[config.mk]
export PLATFORM = sky130hd
export DESIGN_NAME = mem_responder_flat
export DESIGN_NICKNAME = d
export VERILOG_FILES = /design/src/rtl/mem_pkg.sv /design/src/rtl/mem_responder_if.sv /design/src/rtl/mem_lane_merge.sv /design/src/rtl/mem_responder.sv /design/src/flat_wrapper.sv
export SDC_FILE = /design/constraint.sdc
export NUM_CORES = 2
export LEC_CHECK = 0
export CAP_MARGIN = 20
export CORE_ASPECT_RATIO = 1.75
export CORE_MARGIN = 2
export CORE_UTILIZATION = 35
export DETAILED_ROUTE_END_ITERATION = 10
export PLACE_DENSITY = 0.51
export REMOVE_ABC_BUFFERS = 1
export SYNTH_ARGS = -nofsm -noshare
export SYNTH_HDL_FRONTEND = slang
export SYNTH_HIERARCHICAL = 1
export SYNTH_SLANG_ARGS = --single-unit
[constraint.sdc]
create_clock -name clk -period 4.2 [get_ports clk]
set_input_delay 1.05 -clock clk [delete_from_list [all_inputs] [get_ports clk]]
set_output_delay 1.05 -clock clk [all_outputs]
set_load 0.01 [all_outputs]
[src/rtl/mem_pkg.sv]
// rtl/mem_pkg.sv - shared size codes, FSM encoding and lane-mask helper for mem_responder
// Purpose: common definitions imported by the memory responder and its lane-merge helper.
// Ports: none (package).
package mem_pkg;

  localparam logic [1:0] SZ_WORD = 2'b00;
  localparam logic [1:0] SZ_HALF = 2'b01;
  localparam logic [1:0] SZ_BYTE = 2'b10;
  localparam logic [1:0] SZ_RSVD = 2'b11;

  typedef enum logic [1:0] {
    ST_IDLE   = 2'd0,
    ST_ACCESS = 2'd1,
    ST_MERGE  = 2'd2,
    ST_RESP   = 2'd3
  } state_e;

  // One bit per byte lane touched by an access of the given size at byte offset off.
  // Assumes the access is aligned; misaligned requests never reach the datapath.
  function automatic logic [3:0] lane_mask(input logic [1:0] size, input logic [1:0] off);
    logic [3:0] m;
    m = 4'h0;
    case (size)
      SZ_WORD: m = 4'hF;
      SZ_HALF: m = off[1] ? 4'hC : 4'h3;
      SZ_BYTE: m = 4'b0001 << off;
      default: m = 4'h0;
    endcase
    return m;
  endfunction

endpackage

[src/rtl/mem_responder_if.sv]
// rtl/mem_responder_if.sv - request/response bus between CPU memory port and mem_responder
// Purpose: bundles the valid/ready request channel and the single-cycle response strobe.
// Signals: req_valid/req_ready handshake; req_we, req_size, req_addr, req_wdata request fields;
//          rsp_valid strobe with rsp_err and rsp_rdata.
// Modports: master = requester (CPU side), slave = responder (memory side).
interface mem_responder_if;
  logic        req_valid;
  logic        req_ready;
  logic        req_we;
  logic [1:0]  req_size;
  logic [31:0] req_addr;
  logic [31:0] req_wdata;
  logic        rsp_valid;
  logic        rsp_err;
  logic [31:0] rsp_rdata;

  modport master (
    output req_valid, req_we, req_size, req_addr, req_wdata,
    input  req_ready, rsp_valid, rsp_err, rsp_rdata
  );

  modport slave (
    input  req_valid, req_we, req_size, req_addr, req_wdata,
    output req_ready, rsp_valid, rsp_err, rsp_rdata
  );
endinterface

[src/rtl/mem_lane_merge.sv]
// rtl/mem_lane_merge.sv - combinational byte-lane merge (stores) and extract (loads)
// Purpose: little-endian lane handling for word/half/byte accesses.
// Ports: i_word    current 32-bit storage word
//        i_off     byte offset addr[1:0]
//        i_size    access size code
//        i_item    store item in the low bits
//        o_merged  i_word with i_item substituted in the addressed lane(s)
//        o_extract addressed item, zero-extended
module mem_lane_merge
  import mem_pkg::*;
(
  input  logic [31:0] i_word,
  input  logic [1:0]  i_off,
  input  logic [1:0]  i_size,
  input  logic [31:0] i_item,
  output logic [31:0] o_merged,
  output logic [31:0] o_extract
);

  logic [4:0]  w_shamt;
  logic [3:0]  w_mask;
  logic [31:0] w_bitmask;
  logic [31:0] w_item_sh;
  logic [31:0] w_word_sh;

  assign w_shamt   = {i_off, 3'b000};
  assign w_mask    = lane_mask(i_size, i_off);
  assign w_bitmask = {{8{w_mask[3]}}, {8{w_mask[2]}}, {8{w_mask[1]}}, {8{w_mask[0]}}};

  // Item moves up into its lane; only the masked lanes of it survive.
  assign w_item_sh = i_item << w_shamt;
  assign o_merged  = (i_word & ~w_bitmask) | (w_item_sh & w_bitmask);

  // Addressed lane moves down to bit 0 and is trimmed to the access width.
  assign w_word_sh = i_word >> w_shamt;

  always_comb begin
    o_extract = w_word_sh;
    case (i_size)
      SZ_HALF: o_extract = w_word_sh & 32'h0000_FFFF;
      SZ_BYTE: o_extract = w_word_sh & 32'h0000_00FF;
      default: o_extract = w_word_sh;
    endcase
  end

endmodule

[src/rtl/mem_responder.sv]
// rtl/mem_responder.sv - memory-side responder with wait states and sub-word read-modify-write
// Purpose: owns the storage array, accepts one request at a time and answers with a one-cycle
//          response; sub-word stores run as read-merge-write; bad requests are rejected early.
// Ports: clk    single clock, rising edge
//        reset  asynchronous active-low reset
//        bus    mem_responder_if.slave (request handshake + response strobe)
// Parameters: DEPTH_WORDS storage words, WAIT extra cycles per array touch (0..15).
module mem_responder
  import mem_pkg::*;
#(
  parameter int DEPTH_WORDS = 64,
  parameter int WAIT        = 1
) (
  input  logic           clk,
  input  logic           reset,
  mem_responder_if.slave bus
);

  localparam int          AW       = (DEPTH_WORDS > 1) ? $clog2(DEPTH_WORDS) : 1;
  localparam logic [32:0] BYTE_CAP = 33'(DEPTH_WORDS * 4);
  localparam logic [3:0]  WAIT_CNT = 4'(WAIT);

  state_e      r_state;
  state_e      w_state_nxt;
  logic [3:0]  r_cnt;
  logic        r_we;
  logic [1:0]  r_size;
  logic [1:0]  r_off;
  logic [AW-1:0] r_idx;
  logic [31:0] r_wdata;
  logic [31:0] r_buf;
  logic [31:0] r_rdata;
  logic        r_err;
  logic [31:0] r_mem [DEPTH_WORDS];

  logic        w_req_err;
  logic        w_ready;
  logic        w_accept;
  logic        w_cnt_dec;
  logic        w_cap_load;
  logic        w_cap_buf;
  logic        w_mem_we;
  logic [31:0] w_mem_wdata;
  logic [31:0] w_mem_rd;
  logic [31:0] w_merge_word;
  logic [31:0] w_merged;
  logic [31:0] w_extract;

  // Range check uses the full 32-bit address so high garbage bits cannot alias into the array.
  assign w_req_err = (bus.req_size == SZ_RSVD)
                   | ((bus.req_size == SZ_HALF) & bus.req_addr[0])
                   | ((bus.req_size == SZ_WORD) & (bus.req_addr[1:0] != 2'b00))
                   | ({1'b0, bus.req_addr} >= BYTE_CAP);

  assign w_mem_rd     = r_mem[r_idx];
  // MERGE works from the snapshot taken in ACCESS; loads extract straight from the array.
  assign w_merge_word = (r_state == ST_MERGE) ? r_buf : w_mem_rd;

  mem_lane_merge u_lane_merge (
    .i_word    (w_merge_word),
    .i_off     (r_off),
    .i_size    (r_size),
    .i_item    (r_wdata),
    .o_merged  (w_merged),
    .o_extract (w_extract)
  );

  always_ff @(posedge clk or negedge reset) begin
    if (!reset) begin
      r_state <= ST_IDLE;
    end else begin
      r_state <= w_state_nxt;
    end
  end

  always_comb begin
    w_state_nxt = r_state;
    w_ready     = 1'b0;
    w_accept    = 1'b0;
    w_cnt_dec   = 1'b0;
    w_cap_load  = 1'b0;
    w_cap_buf   = 1'b0;
    w_mem_we    = 1'b0;
    w_mem_wdata = r_wdata;
    unique case (r_state)
      ST_IDLE: begin
        w_ready = 1'b1;
        if (bus.req_valid) begin
          w_accept    = 1'b1;
          w_state_nxt = w_req_err ? ST_RESP : ST_ACCESS;
        end
      end
      ST_ACCESS: begin
        if (r_cnt != 4'd0) begin
          w_cnt_dec = 1'b1;
        end else if (!r_we) begin
          w_cap_load  = 1'b1;
          w_state_nxt = ST_RESP;
        end else if (r_size == SZ_WORD) begin
          w_mem_we    = 1'b1;
          w_state_nxt = ST_RESP;
        end else begin
          w_cap_buf   = 1'b1;
          w_state_nxt = ST_MERGE;
        end
      end
      ST_MERGE: begin
        w_mem_we    = 1'b1;
        w_mem_wdata = w_merged;
        w_state_nxt = ST_RESP;
      end
      ST_RESP: begin
        w_state_nxt = ST_IDLE;
      end
    endcase
  end

  always_ff @(posedge clk or negedge reset) begin
    if (!reset) begin
      r_cnt   <= 4'd0;
      r_we    <= 1'b0;
      r_size  <= SZ_WORD;
      r_off   <= 2'b00;
      r_idx   <= '0;
      r_wdata <= 32'h0;
      r_buf   <= 32'h0;
      r_rdata <= 32'h0;
      r_err   <= 1'b0;
    end else begin
      if (w_accept) begin
        r_we    <= bus.req_we;
        r_size  <= bus.req_size;
        r_off   <= bus.req_addr[1:0];
        r_idx   <= bus.req_addr[AW+1:2];
        r_wdata <= bus.req_wdata;
        r_err   <= w_req_err;
        r_cnt   <= WAIT_CNT;
        if (w_req_err) begin
          r_rdata <= 32'h0;
        end
      end
      if (w_cnt_dec) begin
        r_cnt <= r_cnt - 4'd1;
      end
      if (w_cap_load) begin
        r_rdata <= w_extract;
      end
      if (w_cap_buf) begin
        r_buf <= w_mem_rd;
      end
    end
  end

  // Storage keeps its contents across reset; writes are only issued from ACCESS/MERGE,
  // which reset forces out of, so an aborted store never lands.
  always_ff @(posedge clk) begin
    if (w_mem_we) begin
      r_mem[r_idx] <= w_mem_wdata;
    end
  end

  assign bus.req_ready = w_ready;
  assign bus.rsp_valid = (r_state == ST_RESP);
  assign bus.rsp_err   = r_err & (r_state == ST_RESP);
  assign bus.rsp_rdata = r_rdata;

endmodule

[src/flat_wrapper.sv]
// flat-port wrapper written by rule: the top's interface ports become plain ports
module mem_responder_flat import mem_pkg::*;
#(
  parameter int DEPTH_WORDS = 64,
  parameter int WAIT        = 1
)
  (clk, reset, bus_req_valid, bus_req_we, bus_req_size, bus_req_addr, bus_req_wdata, bus_req_ready, bus_rsp_valid, bus_rsp_err, bus_rsp_rdata);
  mem_responder_if bus_i ();
  input  logic clk;
  input  logic reset;
  input wire logic [$bits(bus_i.req_valid)-1:0] bus_req_valid;
  input wire logic [$bits(bus_i.req_we)-1:0] bus_req_we;
  input wire logic [$bits(bus_i.req_size)-1:0] bus_req_size;
  input wire logic [$bits(bus_i.req_addr)-1:0] bus_req_addr;
  input wire logic [$bits(bus_i.req_wdata)-1:0] bus_req_wdata;
  output wire logic [$bits(bus_i.req_ready)-1:0] bus_req_ready;
  output wire logic [$bits(bus_i.rsp_valid)-1:0] bus_rsp_valid;
  output wire logic [$bits(bus_i.rsp_err)-1:0] bus_rsp_err;
  output wire logic [$bits(bus_i.rsp_rdata)-1:0] bus_rsp_rdata;
  assign bus_i.req_valid = bus_req_valid;
  assign bus_i.req_we = bus_req_we;
  assign bus_i.req_size = bus_req_size;
  assign bus_i.req_addr = bus_req_addr;
  assign bus_i.req_wdata = bus_req_wdata;
  assign bus_req_ready = bus_i.req_ready;
  assign bus_rsp_valid = bus_i.rsp_valid;
  assign bus_rsp_err = bus_i.rsp_err;
  assign bus_rsp_rdata = bus_i.rsp_rdata;
  mem_responder #(.DEPTH_WORDS(DEPTH_WORDS), .WAIT(WAIT)) u_core (.clk(clk), .reset(reset), .bus(bus_i));
endmodule
==> impl.org <==
** STA
- Setup violations remaining at the end of the flow were counted as 10.
- Hold Violations, Final :: 0
- Setup ws final :: -0.0205 ns
- Worst-margin pin slew :: 1.07 ns
- Clock skew on the completed layout was measured at 0.0801 ns.
- The final max-slew violation count is 0.
- Total negative slack :: -0.196 ns
- Headroom to the max-slew limit came out at 28.4%.
- The final critical path takes up 100% of the cycle.
- Derived from the worst setup path, the maximum achievable clock frequency is 237 MHz.
- After layout, the minimum clock period comes to 4.22 ns.

** Run status
- Violations in the final reports :: setup timing
- The run finished, with violations left.

** Cells and area
- Layout cells sized above 1 :: 23.8%
- Area of all placed cells without fillers :: 104000 sq um
- Fill cell count :: 21400
- Compared with the post-synthesis result, the final layout area differs by 22.5%.
- Total Nets Final :: 5832

** Synthesis
- Netlist area before placement :: 84900 sq um
- Share of the yosys chip area belonging to registers :: 75.8%
- Synthesized area divided by synthesized cell count :: 16.6 sq um
- In the synthesized netlist the dominant register cell turns out to be sky130_fd_sc_hd__edfxtp_1.
- Post-synthesis sequential element count :: 2162
- Number of enable flip-flop cells after synthesis :: 2048
- Yosys synthesis warning count :: 6
- Cell count after synthesis :: 5125
- Of all flip-flops after synthesis, the portion carrying an async set or reset was 5.27%.
- The netlist uses 84 different library cells.

** Global route
- Total congestion overflow :: 0
- Layer with the highest usage after global routing :: met2
- Met2 Resource Use GR :: 43.8%
- Global routing used 30.7% of the available met1 tracks.
- Largest net degree at the start of global routing :: 69
- For this run, global-route usage on met3 was measured as 3.06%.
- Global-route wire length before repair :: 434000 um
- All-layer global routing usage :: 25.2%
- The via count of the first global-routing pass was 53100.
- Number of antenna violations at the first check in global routing :: 6

** Critical path
- Data on the critical path is required at its endpoint by 4.76 ns.
- On the critical path the largest part of the delay comes from buffers and inverters.
- Crit-path cells :: buf_12, buf_12, buf_4, nand2_1, buf_6, o22ai_1, or4_4, nor4_4, buf_4, a32oi_2, buf_4, mux2_2, mux2_4, buf_12
- Data arrives at the worst endpoint at 4.78 ns.
- Cell with the biggest individual delay on the critical path :: sky130_fd_sc_hd__or4_4
- Crit-path max cell delay :: 0.59 ns
- Critical path class :: reg -> reg
- The worst setup path is captured at a flip-flop.
- Total buffers and inverters traversed by the critical path :: 7
- STA classifies the critical path startpoint as a flip-flop.
- Maximum fanout along the worst path :: 34

** Clock tree
- Max Buffers Root-to-Sink :: 4
- Number of H-tree levels :: 4
- Clock root buffer master :: sky130_fd_sc_hd__clkbuf_16
- Clock tree synthesis inserted a total of 200 buffers.
- Total clock sinks :: 2162
- Clock-pin slew was measured on the worst setup and hold paths at 0.07 ns.
- Hold bufs inserted after CTS :: 0
- Clock insertion delay at the later pin of the skew report :: 0.90 ns
- TritonCTS built the clock tree.

** Power
- For this design the static power due to leakage is 33.8 nW.
- Worst IR drop on VDD :: 0.612 mV
- For this design the ratio of total power to cell area is 862 nW/um^2.

** Floorplan
- The floorplan step set the die height to 656 um.
- Row count :: 239
- Core box area :: 242000 sq um
- The floorplan step set the die width to 376 um.
- The floorplan step defined a die boundary enclosing 247000 sq um.
- 105 I/O pins were placed.
- For this configuration, the core starts out at a cell density of 35.1%.

** Routing
- For this run, the detailed router's first-pass iteration total came to 6.
- In this run, the number of DRC markers left after iteration 0 of detailed routing was 6486.
- Final ANT Viol Nets :: 0
- Avg WL per Cell :: 35.3 um
- Drt via density :: 5.96
- Detailed routing inserted a total of 53900 vias.
- For this block, the routed nets add up to 319000 um of wire.
- Count of unresolved DRC violations after routing :: 0

** Place
- DP Area :: 96800 sq um
- Final HPWL DP :: 208000 um
- The congestion estimate from routability-driven global placement came to 0.901.
- The count of buffers added on input and output ports is 104.

** Hold path
- Tightest Hold Check Type :: in -> async

** Job
- Max-cap violations in this run came to 0.
==> cell families (layout without fill, tap and decap cells) <==
family	after synthesis	count (layout)	synth area share (%)
adders and majority gates	9	9	0.133
other	0	5	0
AOI/OAI and AO/OA	1486	1486	12.8
DFF	2162	2162	75.8
and+or+nand+nor	634	634	3.88
muxes	393	393	5.04
buffers and inverters	441	1218	2.34
==> per-layer routing <==
| layer | share of wire [%] | up-vias | routed length, um |
|---|---|---|---|
| li1 | - | 22300 | - |
| met1 | 37 | 28400 | 117000 |
| met2 | 51 | 2628 | 162000 |
| met3 | 6.8 | 579 | 21600 |
| met4 | 5.7 | 0 | 18200 |
| met5 | 0 | - | 0 |
==> timing repair <==
item                                   in CTS  in global routing
endpoints found under the hold margin       0                  0
pin swaps                                   4                  5
setup endpoints to repair                 800                728
buffers inserted                            8                 17
gates resized for setup                    23                 24
cloned                                      0                  5
==> worst paths after layout <==
kind,slack (ns),to,cells after the start,start
worst max-delay path,-0.02,u_core/r_mem[51][28],14,u_core/r_idx[2]
worst min-delay path,0.23,u_core/r_buf[5],1,reset
worst max register to register,-0.02,u_core/r_mem[51][28],14,u_core/r_idx[2]
worst min register to register,0.49,u_core/r_err,2,u_core/r_err
max in group asynchronous,3.13,u_core/r_idx[1],2,reset
min in group clk,0.49,u_core/r_err,2,u_core/r_err
==> sequential cells by signal (all words and copies together), names as in the netlist <==
signal and cells:
u_core/r_mem 2048, u_core/bus.rsp_rdata 32, u_core/r_buf 32, u_core/r_wdata 32, u_core/r_idx 6, u_core/r_cnt 4, u_core/r_off 2, u_core/r_size 2
u_core/r_state 2, u_core/r_err 1, u_core/r_we 1
==> worst reg2reg max path: stages (launching register included) <==
cell                      delay, ns
sky130_fd_sc_hd__dfrtp_4       0.50
sky130_fd_sc_hd__buf_12        0.15
sky130_fd_sc_hd__buf_12        0.16
sky130_fd_sc_hd__buf_4         0.22
sky130_fd_sc_hd__nand2_1       0.11
sky130_fd_sc_hd__buf_6         0.28
sky130_fd_sc_hd__o22ai_1       0.21
sky130_fd_sc_hd__or4_4         0.59
sky130_fd_sc_hd__nor4_4        0.29
sky130_fd_sc_hd__buf_4         0.20
sky130_fd_sc_hd__a32oi_2       0.21
sky130_fd_sc_hd__buf_4         0.21
sky130_fd_sc_hd__mux2_2        0.26
sky130_fd_sc_hd__mux2_4        0.32
sky130_fd_sc_hd__buf_12        0.19
==> cells in the mapped netlist (all sizes together), types with 8 or more instances <==
cell type / count / share of area [%]
edfxtp: 2048 / 72
inv: 49 / 0.22
nor3: 37 / 0.24
nand3: 31 / 0.18
a211o: 16 / 0.17
a31oi: 15 / 0.11
nand2: 189 / 0.84
a21oi: 170 / 1.0
nor2: 156 / 0.70
o22ai: 137 / 1.0
a222oi: 15 / 0.18
mux2i: 156 / 1.8
o211ai: 30 / 0.27
buf: 209 / 1.3
a41oi: 28 / 0.29
a32oi: 28 / 0.29
nor2b: 46 / 0.34
or3: 16 / 0.12
and2: 13 / 0.096
a22oi: 495 / 4.4
dfrtp: 114 / 3.4
o21ai: 151 / 0.89
o2bb2ai: 25 / 0.26
a211oi: 27 / 0.26
nand3b: 30 / 0.27
ha: 9 / 0.13
a221oi: 174 / 1.8
o22a: 17 / 0.18
or3b: 13 / 0.13
a221o: 56 / 0.66
a22o: 49 / 0.51
or4: 14 / 0.12
mux2: 233 / 3.1
nor4: 52 / 0.49
clkbuf: 182 / 0.80
a2bb2oi: 8 / 0.083
o211a: 14 / 0.17
==> power by group <==
part	leakage [nW]	internal, W	switching, W
combinational	10.7	0.0138	0.0256
clock	3.21	0.0107	0.00816
sequential	19.9	0.0305	0.000973
total	33.8	0.0550	0.0347
==> cells in the final DEF, fill, tap and decap left out, types with 15 or more instances in the layout <==
cell type	Yosys	final
sky130_fd_sc_hd__a211oi_1	25	25
sky130_fd_sc_hd__o21ai_0	149	149
sky130_fd_sc_hd__clkbuf_16	0	206
sky130_fd_sc_hd__buf_12	0	239
sky130_fd_sc_hd__clkdlybuf4s50_1	0	103
sky130_fd_sc_hd__o211ai_1	30	30
sky130_fd_sc_hd__a21oi_1	169	169
sky130_fd_sc_hd__edfxtp_1	2048	2048
sky130_fd_sc_hd__nor2b_1	46	39
sky130_fd_sc_hd__nand2_1	189	187
sky130_fd_sc_hd__or3_1	16	16
sky130_fd_sc_hd__a211o_1	16	16
sky130_fd_sc_hd__nor2_1	154	84
sky130_fd_sc_hd__clkinv_2	0	39
sky130_fd_sc_hd__o22a_1	17	17
sky130_fd_sc_hd__o2bb2ai_1	25	25
sky130_fd_sc_hd__buf_4	18	461
sky130_fd_sc_hd__nor3_1	35	32
sky130_fd_sc_hd__nor4_1	38	35
sky130_fd_sc_hd__bufinv_16	0	30
sky130_fd_sc_hd__mux2_2	228	225
sky130_fd_sc_hd__nand3b_1	30	30
sky130_fd_sc_hd__a32oi_1	28	23
sky130_fd_sc_hd__clkbuf_1	182	25
sky130_fd_sc_hd__a22oi_1	495	491
sky130_fd_sc_hd__inv_1	47	47
sky130_fd_sc_hd__a41oi_1	28	28
sky130_fd_sc_hd__nor2_4	0	69
sky130_fd_sc_hd__a221oi_1	174	174
sky130_fd_sc_hd__nand3_1	31	30
sky130_fd_sc_hd__mux2i_1	156	155
sky130_fd_sc_hd__a221o_1	56	56
sky130_fd_sc_hd__clkinv_1	1	32
sky130_fd_sc_hd__a222oi_1	15	15
sky130_fd_sc_hd__a31oi_1	15	15
sky130_fd_sc_hd__dfrtp_1	114	108
sky130_fd_sc_hd__o22ai_1	137	137
sky130_fd_sc_hd__a22o_1	49	49
==> through the flow <==
step                      total power (W)  hold slack [ns]  utilization, %  std cells  setup slack, ns
after floorplan                    0.0465            0.439               -       4734           -10.91
after global placement             0.0695            0.458            40.1       8655           -0.505
after detailed placement           0.0698            0.472            40.1       8655           -0.512
after CTS                          0.0888            0.197            42.9       9014          0.00612
after global routing               0.0920            0.262            43.1       9036         -0.00519
final                              0.0897            0.232            43.1       9040          -0.0205
==> cell type report <==
type / count / area [sq um] / share of cell area [%]
Clock inverter: 121 / 1400 / 1.35
Inverter: 50 / 193 / 0.185
Sequential cell: 2162 / 64400 / 61.9
Multi-Input combinational cell: 2522 / 19400 / 18.7
Timing Repair Buffer: 817 / 9520 / 9.15
Tap cell: 3133 / 3920 / 3.77
Antenna cell: 5 / 12.5 / 0.0120
Clock buffer: 230 / 5190 / 4.99
No activity file was read; power rests on OpenSTA's default activity.
